**config.mk**
```make
export PLATFORM = sky130hd
export DESIGN_NAME = uart_alu_ctrl
export DESIGN_NICKNAME = d
export VERILOG_FILES = /design/src/rtl/uart_alu_ctrl.sv
export SDC_FILE = /design/constraint.sdc
export NUM_CORES = 1
export LEC_CHECK = 0
export BUFFER_PORTS_ARGS = -buffer_cell sky130_fd_sc_hd__buf_4
export CAP_MARGIN = 20
export CORE_UTILIZATION = 51
export CTS_CLUSTER_SIZE = 30
export DETAILED_ROUTE_END_ITERATION = 10
export GPL_TIMING_DRIVEN = 1
export PLACE_DENSITY = 0.82
export SLEW_MARGIN = 25
export SYNTH_ARGS = -nofsm -noshare
export SYNTH_HDL_FRONTEND = slang
export SYNTH_SLANG_ARGS = --single-unit
```
**constraint.sdc**
```tcl
create_clock -name i_clk -period 4.65 [get_ports i_clk]
set_input_delay 0.465 -clock i_clk [delete_from_list [all_inputs] [get_ports i_clk]]
set_output_delay 0.465 -clock i_clk [all_outputs]
set_load 0.1 [all_outputs]
```
**src/rtl/uart_alu_ctrl.sv**
```systemverilog
// Frame sequencer between the UART receiver/transmitter and the ALU: collects A, B and opcode
// bytes, latches the ALU result and hands it to the transmitter. Optional inter-byte timeout: UART_ALU_CTRL_TIMEOUT_EN.
module uart_alu_ctrl #(
    parameter int DATA_W         = 8,
    parameter int OP_W           = 6,
    parameter int TIMEOUT_CYCLES = 5000000
) (
    input  logic              i_clk,
    input  logic              i_reset,
    input  logic              i_rx_done,
    input  logic [DATA_W-1:0] i_rx_data,
    input  logic              i_tx_busy,
    input  logic [DATA_W-1:0] i_alu_result,
    output logic [DATA_W-1:0] o_alu_a,
    output logic [DATA_W-1:0] o_alu_b,
    output logic [OP_W-1:0]   o_alu_op,
    output logic              o_tx_start,
    output logic [DATA_W-1:0] o_tx_data,
    output logic              o_busy,
    output logic              o_err,
    output logic              o_ovr
);

    typedef enum logic [2:0] {
        IDLE       = 3'd0,
        WAIT_B     = 3'd1,
        WAIT_OP    = 3'd2,
        EXEC       = 3'd3,
        SEND       = 3'd4,
        TX_WAIT_HI = 3'd5,
        TX_WAIT_LO = 3'd6
    } state_t;

    localparam int NUM_OPS = 8;
    // ADD, SUB, AND, OR, XOR, NOR, SRA, SRL as full 8-bit codes (bits 7:6 zero)
    localparam logic [8*NUM_OPS-1:0] OP_TABLE = {
        8'h20, 8'h22, 8'h24, 8'h25, 8'h26, 8'h27, 8'h03, 8'h02
    };

    state_t            state_reg;
    logic [DATA_W-1:0] alu_a_reg;
    logic [DATA_W-1:0] alu_b_reg;
    logic [OP_W-1:0]   alu_op_reg;
    logic [DATA_W-1:0] tx_data_reg;
    logic              tx_start_reg;
    logic              err_reg;
    logic              ovr_reg;

    logic [NUM_OPS-1:0] op_hit;
    logic               op_valid;
    logic               timeout_hit;

    // The whole received byte is compared, so codes with upper bits set never alias a valid opcode.
    genvar gi;
    generate
        for (gi = 0; gi < NUM_OPS; gi++) begin : g_op_match
            assign op_hit[gi] = (i_rx_data == DATA_W'(OP_TABLE[gi*8 +: 8]));
        end
    endgenerate

    assign op_valid = |op_hit;

`ifdef UART_ALU_CTRL_TIMEOUT_EN
    localparam int CNT_W = (TIMEOUT_CYCLES > 1) ? $clog2(TIMEOUT_CYCLES) : 1;

    logic [CNT_W-1:0] timeout_cnt_reg;
    logic             timed_state;

    assign timed_state = (state_reg == WAIT_B) || (state_reg == WAIT_OP) ||
                         (state_reg == TX_WAIT_HI);
    // An arriving byte always wins over an expiring count in the same cycle.
    assign timeout_hit = timed_state && !i_rx_done &&
                         (timeout_cnt_reg == CNT_W'(TIMEOUT_CYCLES - 1));

    always_ff @(posedge i_clk or posedge i_reset) begin
        if (i_reset) begin
            timeout_cnt_reg <= '0;
        end else if (i_rx_done || !timed_state || timeout_hit) begin
            timeout_cnt_reg <= '0;
        end else begin
            timeout_cnt_reg <= timeout_cnt_reg + 1'b1;
        end
    end
`else
    assign timeout_hit = 1'b0;
`endif

    always_ff @(posedge i_clk or posedge i_reset) begin
        if (i_reset) begin
            state_reg    <= IDLE;
            alu_a_reg    <= '0;
            alu_b_reg    <= '0;
            alu_op_reg   <= '0;
            tx_data_reg  <= '0;
            tx_start_reg <= 1'b0;
            err_reg      <= 1'b0;
            ovr_reg      <= 1'b0;
        end else begin
            tx_start_reg <= 1'b0;
            err_reg      <= 1'b0;
            ovr_reg      <= 1'b0;
            case (state_reg)
                IDLE: begin
                    if (i_rx_done) begin
                        alu_a_reg <= i_rx_data;
                        state_reg <= WAIT_B;
                    end
                end
                WAIT_B: begin
                    if (i_rx_done) begin
                        alu_b_reg <= i_rx_data;
                        state_reg <= WAIT_OP;
                    end else if (timeout_hit) begin
                        err_reg   <= 1'b1;
                        state_reg <= IDLE;
                    end
                end
                WAIT_OP: begin
                    if (i_rx_done) begin
                        if (op_valid) begin
                            alu_op_reg <= i_rx_data[OP_W-1:0];
                            state_reg  <= EXEC;
                        end else begin
                            err_reg   <= 1'b1;
                            state_reg <= IDLE;
                        end
                    end else if (timeout_hit) begin
                        err_reg   <= 1'b1;
                        state_reg <= IDLE;
                    end
                end
                EXEC: begin
                    // Operands settled last edge; the ALU output is stable now.
                    ovr_reg     <= i_rx_done;
                    tx_data_reg <= i_alu_result;
                    state_reg   <= SEND;
                end
                SEND: begin
                    ovr_reg <= i_rx_done;
                    if (!i_tx_busy) begin
                        tx_start_reg <= 1'b1;
                        state_reg    <= TX_WAIT_HI;
                    end
                end
                TX_WAIT_HI: begin
                    ovr_reg <= i_rx_done;
                    if (i_tx_busy) begin
                        state_reg <= TX_WAIT_LO;
                    end else if (timeout_hit) begin
                        err_reg   <= 1'b1;
                        state_reg <= IDLE;
                    end
                end
                TX_WAIT_LO: begin
                    ovr_reg <= i_rx_done;
                    if (!i_tx_busy) begin
                        state_reg <= IDLE;
                    end
                end
                default: begin
                    state_reg <= IDLE;
                end
            endcase
        end
    end

    assign o_alu_a    = alu_a_reg;
    assign o_alu_b    = alu_b_reg;
    assign o_alu_op   = alu_op_reg;
    assign o_tx_start = tx_start_reg;
    assign o_tx_data  = tx_data_reg;
    assign o_busy     = (state_reg != IDLE);
    assign o_err      = err_reg;
    assign o_ovr      = ovr_reg;

endmodule
```
==> impl_metrics.yaml, run 1 <==
status:
  status: "finished clean"
die:
  die_h_um: 55.2
  rows: 18
  die_w_um: 55.2
  die_area_um2: 3050
  core_um2: 2570
  initial_core_util: 0.563
  io-pin-count: 54
clock_tree:
  cts_sinks: 36
  cts-root-buf: "clkbuf_4"
  cts_tree: "done"
  cts_made_buffers: 5
  ctsHoldBuffers: 0
  clkTransAtPathRegs_ps: 100
  htree_levels: 2
  cts.path.max_buffers: 2
  postCtsSetupBuffers: 0
  clkLatencyLatePin_ps: 310
  ctsResizeCount: 0
sta:
  setup_viol: 0
  fin_worst_skew_ps: 5.61
  rsz0062_at_grt: "no"
  worstMarginPinSlew_ps: 659
  fin_tns_setup_ps: 0
  period_needed_ps: 2050
  max_freq_mhz: 489
  post-route-period-util: 0.440
  finalMaxSlewViolations: 0
  slew_headroom: 0.559
  hold_viol: 0
routing:
  drtAntennaViolNets: 0
  via_per_inst: 5.12
  drt_pass1_iterations: 3
  drtIter0Drc: 5
  drc_errors: 0
  wl_um: 2790
  dr_total_vias: 958
  wl_per_cell_um: 14.9
worst_setup_path:
  cp_data_required_time_ps: 4180
  worst-path-max-fanout: 12
  crit_type: "reg -> out"
  worstSetupStartpointType: "register"
  crit_arrival_ps: 1580
  crit_path_end_kind: "primary output"
logic_synthesis:
  synth.largest_area_cell: "dfrtp_1"
  ys_ff_latch: 36
  ys_seq_area_frac: 0.623
  ys_top_cells_by_area: "dfrtp_1, mux2_2, and2b_1, nand2_1, buf_2"
  netlist_area_um2: 1450
  synthesis.instances: 99
  synth_fp_nets: 119
  synth_top_area_share: 0.623
  synth.yosys.warnings: 0
  synth_cell_types: 25
  synth_area_per_cell_um2: 14.6
finish:
  diodes: 0
  syn_to_final_growth_pct: 32.8
  final_common_cell: "buf_4"
  layout.nets: 177
  drive_gt1_frac: 0.605
  final_cell_mix: "buf_4, dfrtp_1, mux2_2"
grt:
  grt_use_total: 0.202
  grt_pass1_vias: 990
  antenna_found_initial: 0
  grt_overflow: 0
  grt_max_degree: 37
  grt_pass1_wl_um: 4710
min_path:
  hold_path.class: "in -> async"
placement:
  gp_congestion: 0.738
  port_buffers: 53
  dp_hpwl_um: 2160
job:
  maxCapViolations: 0
synth_stat cells:
cell,instances
nor4_1,1
o221ai_1,1
nor3_1,1
or2_2,1
mux2_2,28
xnor2_1,1
nor3b_2,1
o21a_1,1
or3b_4,1
inv_1,2
o211ai_1,1
o32ai_1,1
a21boi_0,1
or3_2,1
dfrtp_1,36
nor2b_1,1
nor3_2,1
nand2b_4,1
nor2_4,1
nand2_1,6
o21ai_0,2
a21oi_1,1
and2b_1,3
buf_2,3
nor2_1,2
metal layers:
metal / vias to the layer above / track usage / share of wire
met5: - / 0 / 0
met4: 0 / 0.0857 / 0.012
met1: 468 / 0.241 / 0.42
met2: 26 / 0.337 / 0.53
li1: 460 / - / -
met3: 4 / 0.0609 / 0.039
cell type report:
type,count,area [um2]
inverters,2,7.51
well taps,30,37.5
fillers,184,648
clock buffers,6,41.3
repair buffers,54,405
multi-input cells,58,522
clock inverters,1,5.00
flip-flops and latches,36,901
kinds of logic after synthesis:
logic type                Yosys count  synth area share
DFF                                36             0.623
xor gates and xnor gates            1           0.00606
AOI/OAI and AO/OA                   8            0.0381
muxes                              28             0.218
and+or+nand+nor                    21            0.0987
buffers and inverters               5            0.0156
worst paths after layout:
path | depth (start not counted) | slack (ps) | end | startpoint
worst max-delay path | 2 | 2600 | o_busy | state_reg[0]
worst min-delay path | 3 | 250 | o_alu_b[4] | i_reset
worst max register to register | 3 | 2900 | o_alu_b[4] | state_reg[2]
worst min register to register | 1 | 500 | o_alu_op[4] | o_alu_op[4]
max in group asynchronous | 3 | 4090 | o_alu_a[3] | i_reset
min in group i_clk | 2 | 380 | o_tx_data[5] | i_alu_result[5]
worst max-delay path, stage by stage, from the launching register on:
cell and delay (ps):
dfrtp_1 520, or3_2 510, buf_4 240
metrics by stage:
stage	utilization	area, um2	setup WS, ps	hold WS [ps]	instances
final	0.748	1920	2600	254	187
after global routing	0.748	1920	2530	275	187
after floorplan	-	1450	2910	545	99
after CTS	0.748	1920	2590	257	187
after global placement	0.730	1870	2750	474	180
after detailed placement	0.730	1870	2750	481	180
Power of run 1 is left out: the tool's default activity adds up to more than one toggle a clock period on the data nets, which glitch-free logic cannot reach.
==> run 2, diff against run 1 <==
--- a/config.mk
+++ b/config.mk
@@ -7,11 +7,11 @@
 export LEC_CHECK = 0
 export BUFFER_PORTS_ARGS = -buffer_cell sky130_fd_sc_hd__buf_4
 export CAP_MARGIN = 20
-export CORE_UTILIZATION = 51
+export CORE_UTILIZATION = 43
 export CTS_CLUSTER_SIZE = 30
 export DETAILED_ROUTE_END_ITERATION = 10
 export GPL_TIMING_DRIVEN = 1
-export PLACE_DENSITY = 0.82
+export PLACE_DENSITY = 0.74
 export SLEW_MARGIN = 25
 export SYNTH_ARGS = -nofsm -noshare
 export SYNTH_HDL_FRONTEND = slang
==> constraint.sdc (replaced) <==
create_clock -name i_clk -period 1.8 [get_ports i_clk]
set_input_delay 0.18 -clock i_clk [delete_from_list [all_inputs] [get_ports i_clk]]
set_output_delay 0.18 -clock i_clk [all_outputs]
set_load 0.1 [all_outputs]
==> impl_metrics.yaml, run 2 (same netlist as run 1, synthesis figures left out) <==
status:
  status: "finished clean"
finish:
  instances_no_fill: 207
  syn_to_final_growth_pct: 39.0
  final_cell_mix: "buf_4, dfrtp_1, mux2_2"
  finalInstanceArea_um2: 2010
  drive_gt1_frac: 0.620
  final_common_cell: "buf_4"
  layout.nets: 182
  diodes: 0
sta:
  rsz0062_at_grt: "no"
  fin_worst_skew_ps: 9.70
  post-route-period-util: 0.924
  period_needed_ps: 1660
  worstMarginPinSlew_ps: 470
  slew_headroom: 0.686
  fin_tns_setup_ps: 0
  max_freq_mhz: 601
  finalMaxSlewViolations: 0
  setup_viol: 0
  hold_viol: 0
placement:
  gp_congestion: 0.728
  dp_hpwl_um: 2020
  port_buffers: 53
  placed_area_um2: 1920
  dpl.cell_count: 198
grt:
  grt_max_degree: 37
  grt_pass1_wl_um: 4610
  grt_use_total: 0.182
  grt_pass1_vias: 1006
  grt_overflow: 0
  antenna_found_initial: 0
worst_setup_path:
  worstSetupStartpointType: "register"
  critPathLaunch: "state_reg[0]"
  reg2reg_to: "o_alu_op[0]"
  crit_arrival_ps: 1480
  rr_worst_depth: 3
  cp.depth: 3
  cp_data_required_time_ps: 1620
  path_cells: "buf_4, or3_4, buf_12"
  crit_type: "reg -> out"
  cpMaxStageDelayCell: "or3_4"
  worst-path-max-fanout: 11
  crit_path_end_kind: "primary output"
  crit_end: "o_busy"
  reg2reg_from: "state_reg[1]"
  slowest_delay_ps: 400
  r2r_setup_slack_ps: 190
  worst-path-buf-inv: 2
  cpLargestDelayFamily: "simple AND/OR/NAND/NOR gates"
clock_tree:
  cts_sinks: 36
  clkLatencyLatePin_ps: 340
  cts-root-buf: "clkbuf_4"
  cts_made_buffers: 5
  htree_levels: 2
  clkTransAtPathRegs_ps: 100
  cts_tree: "done"
  postCtsSetupBuffers: 0
  cts.path.max_buffers: 2
die:
  rows: 20
  initial_core_util: 0.462
  core_um2: 3130
  die_area_um2: 3600
  die_h_um: 60.0
  io-pin-count: 54
  die_w_um: 60.0
routing:
  drtIter0Drc: 15
  wl_um: 2720
  dr_total_vias: 999
  via_per_inst: 4.83
  wl_per_cell_um: 13.1
  drtAntennaViolNets: 0
  drt_pass1_iterations: 3
  drc_errors: 0
job:
  maxCapViolations: 0
min_path:
  hold_path.class: "in -> reg"
## run 2: routing by layer
layer / share of wire / global-route usage
met2: 0.52 / 0.281
met5: 0 / 0
met1: 0.42 / 0.225
met4: 0.022 / 0.120
met3: 0.033 / 0.0455
## run 2: how the worst min path moves through the flow
stage | from | endpoint | cells past startpoint
6_report | i_alu_result[4] | o_tx_data[4] | 2
3_3_place_gp | i_reset | o_tx_data[2] | 3
2_1_floorplan | i_rx_done | o_ovr | 1
3_5_place_dp | i_reset | o_tx_data[3] | 3
5_1_grt | i_alu_result[4] | o_tx_data[4] | 2
4_1_cts | i_alu_result[4] | o_tx_data[4] | 2
## run 2: through the flow
stage	worst slack (ps)	hold WS [ps]	util
2_1_floorplan	188	329	-
5_1_grt	73.9	47.1	0.642
4_1_cts	4.36	48.4	0.638
3_5_place_dp	123	322	0.614
6_report	137	63.4	0.642
3_3_place_gp	152	306	0.614
## run 2: layout make-up
| cell class | instances | area [um2] |
|---|---|---|
| repair buffers | 59 | 458 |
| clock buffers | 6 | 51.3 |
| flip-flops and latches | 36 | 901 |
| clock inverters | 2 | 10.0 |
| well taps | 44 | 55.1 |
| fillers | 248 | 1120 |
| inverters | 2 | 7.51 |
| multi-input cells | 58 | 526 |
## run 2: timing repair
action,CTS,global route
endpoints found under the setup margin,1,1
hold buffers,1,0
endpoints found under the hold margin,36,0
cloned,0,0
gates resized for setup,1,3
Power of run 2 is left out for the same reason.
